<file path="config.mk">
export PLATFORM = sky130hd
export DESIGN_NAME = div_32bit_seq_flat
export DESIGN_NICKNAME = d
export VERILOG_FILES = /design/src/rtl/div_32bit_seq_if.sv /design/src/rtl/div_32bit_seq.sv /design/src/flat_wrapper.sv
export SDC_FILE = /design/constraint.sdc
export NUM_CORES = 1
export LEC_CHECK = 0
export ABC_CLOCK_PERIOD_IN_PS = 3800
export CORE_MARGIN = 8
export CORE_UTILIZATION = 30
export DETAILED_ROUTE_END_ITERATION = 16
export PLACE_DENSITY = 0.56
export SETUP_SLACK_MARGIN = 0.2
export SLEW_MARGIN = 10
export SYNTH_ARGS = -nofsm -noshare
export SYNTH_HDL_FRONTEND = slang
export SYNTH_SLANG_ARGS = --single-unit
</file>
<file path="constraint.sdc">
create_clock -name clk -period 3.8 [get_ports clk]
set_input_delay 0.76 -clock clk [delete_from_list [all_inputs] [get_ports clk]]
set_output_delay 0.76 -clock clk [all_outputs]
set_load 0.05 [all_outputs]
</file>
<file path="src/rtl/div_32bit_seq_if.sv">
// Handshake bundle between the execute stage and the sequential divider.
// master: issuing/consuming side (pipeline), slave: the divider itself.
interface div_32bit_seq_if #(
   parameter int XLEN = 32
);
   logic            in_valid;
   logic            in_ready;
   logic [1:0]      op;
   logic [XLEN-1:0] dividend;
   logic [XLEN-1:0] divisor;
   logic            out_valid;
   logic            out_ready;
   logic [XLEN-1:0] result;

   modport master (
      output in_valid, op, dividend, divisor, out_ready,
      input  in_ready, out_valid, result
   );

   modport slave (
      input  in_valid, op, dividend, divisor, out_ready,
      output in_ready, out_valid, result
   );
endinterface

</file>
<file path="src/rtl/div_32bit_seq.sv">
// Iterative radix-2 restoring divider for DIV/DIVU/REM/REMU.
// op: 00=DIV 01=DIVU 10=REM 11=REMU. One 33-bit trial subtraction per CALC edge.
// Optional macro DIV_EARLY_OUT_EN: finish in one edge when |divisor| > |dividend|.
module div_32bit_seq #(
   parameter int XLEN  = 32,
   parameter int CNT_W = 5
) (
   input  logic            clk,
   input  logic            rst,
   input  logic            flush,
   div_32bit_seq_if.slave  bus
);

   typedef enum logic [1:0] {IDLE, CALC, FIXUP, DONE} state_t;

   state_t          state, state_n;
   logic [CNT_W-1:0] cnt, cnt_n;
   logic [XLEN-1:0] rem_q, rem_n;
   logic [XLEN-1:0] quo_q, quo_n;
   logic [XLEN-1:0] dvs_q, dvs_n;
   logic            rem_sel, rem_sel_n;
   logic            qsign, qsign_n;
   logic            rsign, rsign_n;
   logic [XLEN-1:0] result_q, result_n;

   logic            signed_op;
   logic            a_neg, b_neg;
   logic [XLEN-1:0] abs_a, abs_b;
   logic            div_zero, sgn_ovf;
   logic [XLEN:0]   rem_sh, trial;
   logic [XLEN-1:0] q_fix, r_fix;

   // Operand magnitudes; 0x80000000 stays 0x80000000 as an unsigned magnitude.
   assign signed_op = ~bus.op[0];
   assign a_neg     = signed_op & bus.dividend[XLEN-1];
   assign b_neg     = signed_op & bus.divisor[XLEN-1];
   assign abs_a     = a_neg ? (~bus.dividend + 1'b1) : bus.dividend;
   assign abs_b     = b_neg ? (~bus.divisor + 1'b1) : bus.divisor;
   assign div_zero  = (bus.divisor == '0);
   assign sgn_ovf   = signed_op && (bus.dividend == {1'b1, {(XLEN-1){1'b0}}})
                      && (bus.divisor == '1);

   // Shifted partial remainder carries the quotient MSB; bit XLEN of trial is its sign.
   assign rem_sh = {rem_q, quo_q[XLEN-1]};
   assign trial  = rem_sh - {1'b0, dvs_q};

   assign q_fix = qsign ? (~quo_q + 1'b1) : quo_q;
   assign r_fix = rsign ? (~rem_q + 1'b1) : rem_q;

   assign bus.in_ready  = (state == IDLE);
   assign bus.out_valid = (state == DONE);
   assign bus.result    = result_q;

   // Next-state and datapath updates; defaults hold every register.
   always_comb begin
      state_n   = state;
      cnt_n     = cnt;
      rem_n     = rem_q;
      quo_n     = quo_q;
      dvs_n     = dvs_q;
      rem_sel_n = rem_sel;
      qsign_n   = qsign;
      rsign_n   = rsign;
      result_n  = result_q;

      if (flush) begin
         state_n = IDLE;
      end else begin
         case (state)
            IDLE: begin
               if (bus.in_valid) begin
                  rem_sel_n = bus.op[1];
                  qsign_n   = a_neg ^ b_neg;
                  rsign_n   = a_neg;
                  if (div_zero) begin
                     result_n = bus.op[1] ? bus.dividend : '1;
                     state_n  = DONE;
                  end else if (sgn_ovf) begin
                     result_n = bus.op[1] ? '0 : {1'b1, {(XLEN-1){1'b0}}};
                     state_n  = DONE;
`ifdef DIV_EARLY_OUT_EN
                  end else if (abs_b > abs_a) begin
                     result_n = bus.op[1] ? bus.dividend : '0;
                     state_n  = DONE;
`endif
                  end else begin
                     cnt_n   = CNT_W'(XLEN - 1);
                     rem_n   = '0;
                     quo_n   = abs_a;
                     dvs_n   = abs_b;
                     state_n = CALC;
                  end
               end
            end
            CALC: begin
               if (!trial[XLEN]) begin
                  rem_n = trial[XLEN-1:0];
                  quo_n = {quo_q[XLEN-2:0], 1'b1};
               end else begin
                  rem_n = rem_sh[XLEN-1:0];
                  quo_n = {quo_q[XLEN-2:0], 1'b0};
               end
               cnt_n = cnt - 1'b1;
               if (cnt == '0) begin
                  state_n = FIXUP;
               end
            end
            FIXUP: begin
               result_n = rem_sel ? r_fix : q_fix;
               state_n  = DONE;
            end
            DONE: begin
               if (bus.out_ready) begin
                  state_n = IDLE;
               end
            end
            default: state_n = IDLE;
         endcase
      end
   end

   // State and datapath registers with synchronous reset.
   always_ff @(posedge clk) begin
      if (rst) begin
         state    <= IDLE;
         cnt      <= '0;
         rem_q    <= '0;
         quo_q    <= '0;
         dvs_q    <= '0;
         rem_sel  <= 1'b0;
         qsign    <= 1'b0;
         rsign    <= 1'b0;
         result_q <= '0;
      end else begin
         state    <= state_n;
         cnt      <= cnt_n;
         rem_q    <= rem_n;
         quo_q    <= quo_n;
         dvs_q    <= dvs_n;
         rem_sel  <= rem_sel_n;
         qsign    <= qsign_n;
         rsign    <= rsign_n;
         result_q <= result_n;
      end
   end

endmodule

</file>
<file path="src/flat_wrapper.sv">
// flat-port wrapper written by rule: the top's interface ports become plain ports
module div_32bit_seq_flat 
#(
   parameter int XLEN  = 32,
   parameter int CNT_W = 5
)
  (clk, rst, flush, bus_in_valid, bus_op, bus_dividend, bus_divisor, bus_out_ready, bus_in_ready, bus_out_valid, bus_result);
  div_32bit_seq_if #(.XLEN(XLEN)) bus_i ();
  input  logic clk;
  input  logic rst;
  input  logic flush;
  input wire logic [$bits(bus_i.in_valid)-1:0] bus_in_valid;
  input wire logic [$bits(bus_i.op)-1:0] bus_op;
  input wire logic [$bits(bus_i.dividend)-1:0] bus_dividend;
  input wire logic [$bits(bus_i.divisor)-1:0] bus_divisor;
  input wire logic [$bits(bus_i.out_ready)-1:0] bus_out_ready;
  output wire logic [$bits(bus_i.in_ready)-1:0] bus_in_ready;
  output wire logic [$bits(bus_i.out_valid)-1:0] bus_out_valid;
  output wire logic [$bits(bus_i.result)-1:0] bus_result;
  assign bus_i.in_valid = bus_in_valid;
  assign bus_i.op = bus_op;
  assign bus_i.dividend = bus_dividend;
  assign bus_i.divisor = bus_divisor;
  assign bus_i.out_ready = bus_out_ready;
  assign bus_in_ready = bus_i.in_ready;
  assign bus_out_valid = bus_i.out_valid;
  assign bus_result = bus_i.result;
  div_32bit_seq #(.XLEN(XLEN), .CNT_W(CNT_W)) u_core (.clk(clk), .rst(rst), .flush(flush), .bus(bus_i));
endmodule
</file>
==> results.py, run 1 <==
metrics = {
    "yosys": {
        "synth_fp_nets": 1527,
        "synth_area_leader_cell": "dfxtp_1",
        "syn_area_per_cell_sq_um": 7.50,
        "synthArstFlopShare_pct": 0,
        "synth_seq_cells": 138,
        "synthMuxAreaShare_pct": 2.36,
        "netlist_instances": 1412,
        "ys_types": 69,
        "synth-seq-area-share_pct": 26.1,
        "yosysTopAreaCellShare_pct": 26.1,
        "ys.flop_type": "dfxtp_1",
        "synth_compound_area_share_pct": 27.3,
        "syn_area_sq_mm": 0.0106,
        "synth_edf_count": 0,
        "synthXorXnorAreaFrac_pct": 11.9,
        "synthTopCellsByArea": "dfxtp_1, xnor2_1, nand2_1",
        "yosys.area_share.adder_pct": 5.27,
        "synth_top_family_by_area": "compound AO/OA/AOI/OAI gates",
        "yosysWarnings": 0,
        "synth-simple-area-share_pct": 21.3,
    },
    "power_and_ir_drop": {
        "peakVddDrop_uv": 292,
        "seqPwrFrac_pct": 37.6,
        "power_leakage_nw": 5.17,
        "p_int_mw": 2.83,
        "switching_share_pct": 31.5,
        "p_switching_mw": 1.30,
        "p_comb_share_pct": 23.2,
        "power_density_mw_per_mm2": 307,
        "power_mw": 4.14,
        "power_frac_clock_pct": 39.2,
    },
    "setup_path": {
        "cp_max_fo": 10,
        "regToRegSetupSlack_ns": 0.36,
        "crit_type": "primary input to register",
        "cp.required_ns": 4.06,
        "cp-start-kind": "primary input",
        "end_kind": "register",
        "cp.arrival_ns": 3.75,
    },
    "clock_tree": {
        "h-tree-depth": 4,
        "numCtsBuffers": 17,
        "clock-sinks": 138,
        "clock_latency_ns": 0.43,
        "cts_tree": "yes",
        "cts-root-buf": "clkbuf_16",
        "clk_pin_slew_worst_paths_ns": 0.06,
        "cts_buffer_depth": 2,
    },
    "placed_design": {
        "hpwl_mm": 27.6,
        "dp.cells": 1988,
        "gp_congestion": 0.864,
        "port_buffers": 104,
        "dpl_cell_area_sq_mm": 0.0128,
    },
    "routing": {
        "drtIter0Drc": 792,
        "drtAntennaViolNets": 0,
        "dr_total_vias": 11000,
        "drt_pass1_iterations": 6,
        "wl_per_cell_um": 18.2,
        "drc": 0,
        "vias_per_cell": 5.44,
        "routed_wirelength_mm": 36.9,
    },
    "global_route": {
        "grt_pass1_wl_mm": 58.1,
        "gr-total-overflow": 0,
        "antenna_found_initial": 0,
        "grt_max_degree": 81,
        "grtUsageTotal_pct": 17.1,
        "grt_pass1_vias": 10600,
    },
    "timing": {
        "rsz0062_at_grt": "true",
        "fin_hold_ws_ns": 0.465,
        "fin_crit_sh_pct": 91.9,
        "worst_slew_pin_slew_ns": 1.11,
        "period_needed_ns": 3.49,
        "slew_headroom_pct": 26.1,
        "fmax_mhz": 286,
        "report.final.slew_viol_count": 0,
        "hold_viol_final": 0,
        "fin_skew_ns": 0.0143,
        "setup_viol": 0,
    },
    "finish": {
        "fin_area_sq_mm": 0.0135,
        "diodes": 0,
        "final_layout_size_suffix_gt1_share_pct": 11.4,
        "final_common_cell": "nand2_1",
        "final_util_pct": 39.0,
        "num-fill-cells": 3577,
        "fin_cells": 2027,
        "syn_to_final_growth_pct": 27.5,
        "fin_nets": 1675,
        "layout_common_cells": "nand2_1, dfxtp_1, nor2_1, a21oi_1, buf_4",
    },
    "die": {
        "core-area_sq_mm": 0.0346,
        "row_count": 68,
        "dieArea_sq_mm": 0.0415,
        "io_pins": 105,
        "die_h_um": 204,
        "initial_core_util_pct": 30.6,
        "die_x_um": 204,
    },
    "flow_run": {
        "max_cap_violations": 0,
    },
    "min_path": {
        "min_path_type": "register to register",
    },
    "outcome": {
        "status": "finished, final reports clean",
    },
}
## final timing paths
path	start	endpoint	cells past startpoint
worst max-delay path	bus_divisor[12]	u_core.bus.result[20]	12
worst min-delay path	u_core.dvs_q[31]	u_core.dvs_q[31]	2
worst max register to register	u_core.quo_q[31]	u_core.quo_q[0]	14
worst min register to register	u_core.dvs_q[31]	u_core.dvs_q[31]	2
## per-stage QoR
step / worst slack [ns] / setup TNS [ns]
global placement: -0.151 / -3.12
global route: 0.178 / 0
CTS: 0.287 / 0
floorplan: 0.377 / 0
finish: 0.306 / 0
detailed placement: -0.152 / -3.26
## worst max-delay path: stages
cell	delay, ns
clkdlybuf4s50_1	0.44
or3_4	0.42
nor4_4	0.35
nand4_2	0.20
nor4_4	0.42
nor2_2	0.07
or3_4	0.38
a21oi_4	0.18
buf_12	0.17
buf_4	0.12
buf_6	0.16
a211oi_1	0.08
## state kept, by name (all words and copies together) (netlist names)
| name | flops |
|---|---|
| u_core.bus.result | 32 |
| u_core.cnt | 5 |
| u_core.qsign | 1 |
| u_core.rsign | 1 |
| u_core.quo_q | 32 |
| u_core.rem_q | 32 |
| u_core.dvs_q | 32 |
| u_core.rem_sel | 1 |
| u_core.state | 2 |
## final cells by class
class / instances / area, sq um / share of cell area (%)
flip-flops and latches: 138 / 2760 / 20.5
repair buffers: 219 / 2100 / 15.6
clock buffers: 19 / 443 / 3.28
inverters: 63 / 236 / 1.75
clock inverters: 12 / 114 / 0.844
well taps: 455 / 569 / 4.22
multi-input cells: 1121 / 7260 / 53.8
## synthesized netlist by cell type (43+ instances only)
| library cell | n |
|---|---|
| a211oi_1 | 52 |
| nand2_1 | 150 |
| a21oi_1 | 112 |
| dfxtp_1 | 138 |
| nor3_1 | 49 |
| o21ai_0 | 91 |
| inv_1 | 63 |
| ha_1 | 43 |
| nor2_1 | 140 |
| xor2_1 | 55 |
| xnor2_1 | 89 |
| clkbuf_1 | 70 |
## logic make-up (layout without fill, tap and decap cells)
kind of cell	Yosys count	in the layout
AOI/OAI and AO/OA	434	434
xor gates and xnor gates	144	144
adders and majority gates	44	44
buffers and inverters	153	313
DFF	138	138
muxes	25	25
and+or+nand+nor	474	474
## what timing repair did
item / in CTS / in global routing
gates resized for setup: 0 / 14
endpoints found under the hold margin: 0 / 0
endpoints found under the setup margin: 0 / 50
buffers inserted: 0 / 3
hold buffers: 0 / 0
## power by group through the flow
stage	registers [mW]	clock network [mW]	logic (mW)
final	1.55	1.62	0.960
after global routing	1.56	1.71	1.06
after CTS	1.55	1.65	0.950
after detailed placement	1.58	0	0.943
after global placement	1.58	0	0.940
after floorplan	1.57	0	0.600
## metal layers
metal,share of wire [%],vias to the layer above,GRT usage [%]
li1,-,5422,-
met1,46,5222,22.8
met2,47,344,28.5
met3,5.2,45,2.23
met4,2.0,0,5.08
met5,0,-,0
No activity file was read; power rests on OpenSTA's default activity.
==> inputs of run 2 (changes only) <==
--- a/config.mk
+++ b/config.mk
@@ -5,6 +5,7 @@
 export SDC_FILE = /design/constraint.sdc
 export NUM_CORES = 1
 export LEC_CHECK = 0
+export ABC_AREA = 1
 export ABC_CLOCK_PERIOD_IN_PS = 3800
 export CORE_MARGIN = 8
 export CORE_UTILIZATION = 30
==> run 2 against run 1 <==
Compared with the run above:
- global-route usage rose by 3.0 points
- core utilization shrank 4.0 points
- clock power is 6% higher
- power grew 12%
- largest power group unchanged
- die area up 20%
- register-to-register slack gained 0.36 ns
- sequential power about the same
- synthesized cell count is 63% higher
==> results.py, run 2 <==
metrics = {
    "setup_path": {
        "crit_type": "register to register",
        "crit_buf_inv": 2,
        "max_stage_delay_ns": 0.47,
        "r2r-start": "u_core.quo_q[31]",
        "regToRegSetupSlack_ns": 0.72,
        "crit_family": "simple AND/OR/NAND/NOR gates",
        "cp.required_ns": 4.09,
        "cp.arrival_ns": 3.37,
        "reg2regPathDepth": 17,
        "cp_max_fo": 33,
        "r2r-end": "u_core.rem_q[10]",
        "cp-start-kind": "register",
        "worst_path_max_delay_cell": "nand2_2",
        "end_kind": "register",
        "cp_common_cell": "nand2_1",
        "path_cells": "inv_1, ha_1, fa_1, inv_1, nand2_1, nand2_1, nand3_1, nand2_1, nand2_1, nand2_1, nand2_1, nand2_1, nand2_1, nand2_2, nand2_1, nand3_1, a21oi_1",
    },
    "timing": {
        "slew_headroom_pct": 23.8,
        "fin_hold_ws_ns": 0.464,
        "setup_viol": 0,
        "period_needed_ns": 3.08,
        "timing.setup.tns_ns": 0,
        "worst_slew_pin_slew_ns": 1.14,
        "fmax_mhz": 325,
        "fin_skew_ns": 0.0155,
        "report.final.slew_viol_count": 0,
        "rsz0062_at_grt": "false",
        "hold_viol_final": 0,
        "fin_crit_sh_pct": 80.9,
    },
    "global_route": {
        "grt_max_degree": 88,
        "gr-total-overflow": 0,
        "antenna_found_initial": 1,
        "grtUsageTotal_pct": 20.1,
        "grt_pass1_vias": 14100,
        "grt_pass1_wl_mm": 79.0,
    },
    "finish": {
        "fin_cells": 2926,
        "final_common_cell": "nand2_1",
        "syn_to_final_growth_pct": 15.9,
        "fin_nets": 2482,
        "diodes": 0,
        "final_util_pct": 35.0,
        "fin_area_sq_mm": 0.0150,
        "layout_common_cells": "nand2_1, inv_1, nor2_1, nand3_1, a21oi_1",
        "num-fill-cells": 4804,
        "final_layout_size_suffix_gt1_share_pct": 5.17,
    },
    "placed_design": {
        "port_buffers": 104,
        "dpl_cell_area_sq_mm": 0.0144,
        "gp_congestion": 0.962,
        "dp.cells": 2894,
        "hpwl_mm": 40.8,
    },
    "die": {
        "die_x_um": 223,
        "row_count": 76,
        "core-area_sq_mm": 0.0428,
        "initial_core_util_pct": 30.2,
        "io_pins": 105,
        "dieArea_sq_mm": 0.0499,
        "die_h_um": 223,
    },
    "routing": {
        "vias_per_cell": 5.09,
        "drtIter0Drc": 1374,
        "dr_total_vias": 14900,
        "routed_wirelength_mm": 51.4,
        "wl_per_cell_um": 17.6,
        "drt_pass1_iterations": 6,
        "drtAntennaViolNets": 0,
        "drc": 0,
    },
    "clock_tree": {
        "cts_buffer_depth": 2,
        "cts_tree": "yes",
        "cts_hold_buf": 0,
        "cts-root-buf": "clkbuf_16",
        "cts_setup_buffers": 0,
        "clk_pin_slew_worst_paths_ns": 0.07,
        "clock_latency_ns": 0.46,
        "clock-sinks": 138,
        "h-tree-depth": 4,
        "cts.repair.resized": 0,
        "numCtsBuffers": 17,
    },
    "outcome": {
        "status": "finished, final reports clean",
    },
    "yosys": {
        "ys_types": 50,
        "synth-seq-area-share_pct": 21.4,
        "netlist_instances": 2300,
        "yosysTopAreaCellShare_pct": 22.1,
        "syn_area_per_cell_sq_um": 5.62,
        "syn_area_sq_mm": 0.0129,
        "synth_edf_count": 0,
        "ys.flop_type": "dfxtp_1",
        "ys_top_cells_by_count": "nand2_1, inv_1, nor2_1",
        "synthArstFlopShare_pct": 0,
        "synth_area_leader_cell": "nand2_1",
        "yosysMostFrequentCell": "nand2_1",
        "synth_fp_nets": 2415,
        "synth_seq_cells": 138,
        "yosysWarnings": 0,
        "synthTopCellsByArea": "nand2_1, dfxtp_1, inv_1",
    },
    "power_and_ir_drop": {
        "power_leakage_nw": 7.09,
        "power_density_mw_per_mm2": 309,
        "peakVddDrop_uv": 267,
    },
    "min_path": {
        "min_path_type": "register to register",
        "hp-start": "u_core.bus.result[28]",
        "min_to": "u_core.bus.result[28]",
        "holdPathStages": 2,
    },
    "flow_run": {
        "max_cap_violations": 0,
    },
}
==> run 2: changes by cell type after synthesis, moves of 34 or more <==
cell,delta
nand2_1,+612
o31ai_1,-34
xnor2_1,-70
nor2_1,+85
a211oi_1,-50
nand3_1,+197
a21oi_1,+48
inv_1,+235
==> run 2: worst max path at each step <==
stage          cells after the start                    end              from
2_1_floorplan                     13  u_core.bus.result[29]    bus_divisor[1]
3_3_place_gp                      11        u_core.rem_q[4]  bus_dividend[24]
3_5_place_dp                      11        u_core.rem_q[3]  bus_dividend[24]
4_1_cts                           17       u_core.rem_q[10]  u_core.quo_q[31]
5_1_grt                           17       u_core.rem_q[15]  u_core.quo_q[31]
6_report                          17       u_core.rem_q[10]  u_core.quo_q[31]
==> run 2: power by group <==
group          total, mW  internal, mW  leakage (nW)  switching [mW]
Sequential          1.58          1.51          1.12          0.0655
Clock               1.71         0.950         0.272           0.758
Combinational       1.34         0.433          5.70           0.908
Total               4.63          2.90          7.09            1.73
==> run 2: cell families (layout without fill, tap and decap cells) <==
group | count (synthesis) | count (layout) | share of synthesized area (%)
buffers and inverters | 384 | 464 | 12.1
and+or+nand+nor | 1346 | 1346 | 44.5
adders and majority gates | 44 | 44 | 4.32
xor gates and xnor gates | 61 | 61 | 4.14
AOI/OAI and AO/OA | 327 | 327 | 13.5
DFF | 138 | 138 | 21.4
==> run 2: cell type report <==
cell class                      count  area (sq um)  share of cell area [%]
Multi-Input combinational cell   1778          8580                    57.4
Inverter                          306          1150                    7.67
Tap cell                          546           683                    4.56
Clock buffer                       19           453                    3.03
Sequential cell                   138          2760                    18.5
Clock inverter                     13           131                   0.878
Timing Repair Buffer              126          1200                    8.04
==> run 2: stage by stage <==
| step | worst slack, ns | total power, mW |
|---|---|---|
| 6_report | 0.724 | 4.63 |
| 2_1_floorplan | 1.54 | 2.48 |
| 5_1_grt | 0.424 | 4.87 |
| 4_1_cts | 0.739 | 4.64 |
| 3_3_place_gp | 0.366 | 2.92 |
| 3_5_place_dp | 0.352 | 2.93 |
==> run 2: routing by layer <==
layer | wire length (um) | part of all wire (%) | vias to the layer above | GRT usage [%]
met3 | 2770 | 5.4 | 88 | 2.47
met5 | 13 | 0.025 | - | 0
li1 | - | - | 7481 | -
met4 | 1860 | 3.6 | 2 | 8.77
met2 | 22900 | 44 | 513 | 31.9
met1 | 23900 | 47 | 6810 | 27.2
==> run 2: tightest hold or removal path: stages, from the launching register on <==
cell and delay, ns:
dfxtp_1 0.31, nand2_1 0.06, a21oi_1 0.05
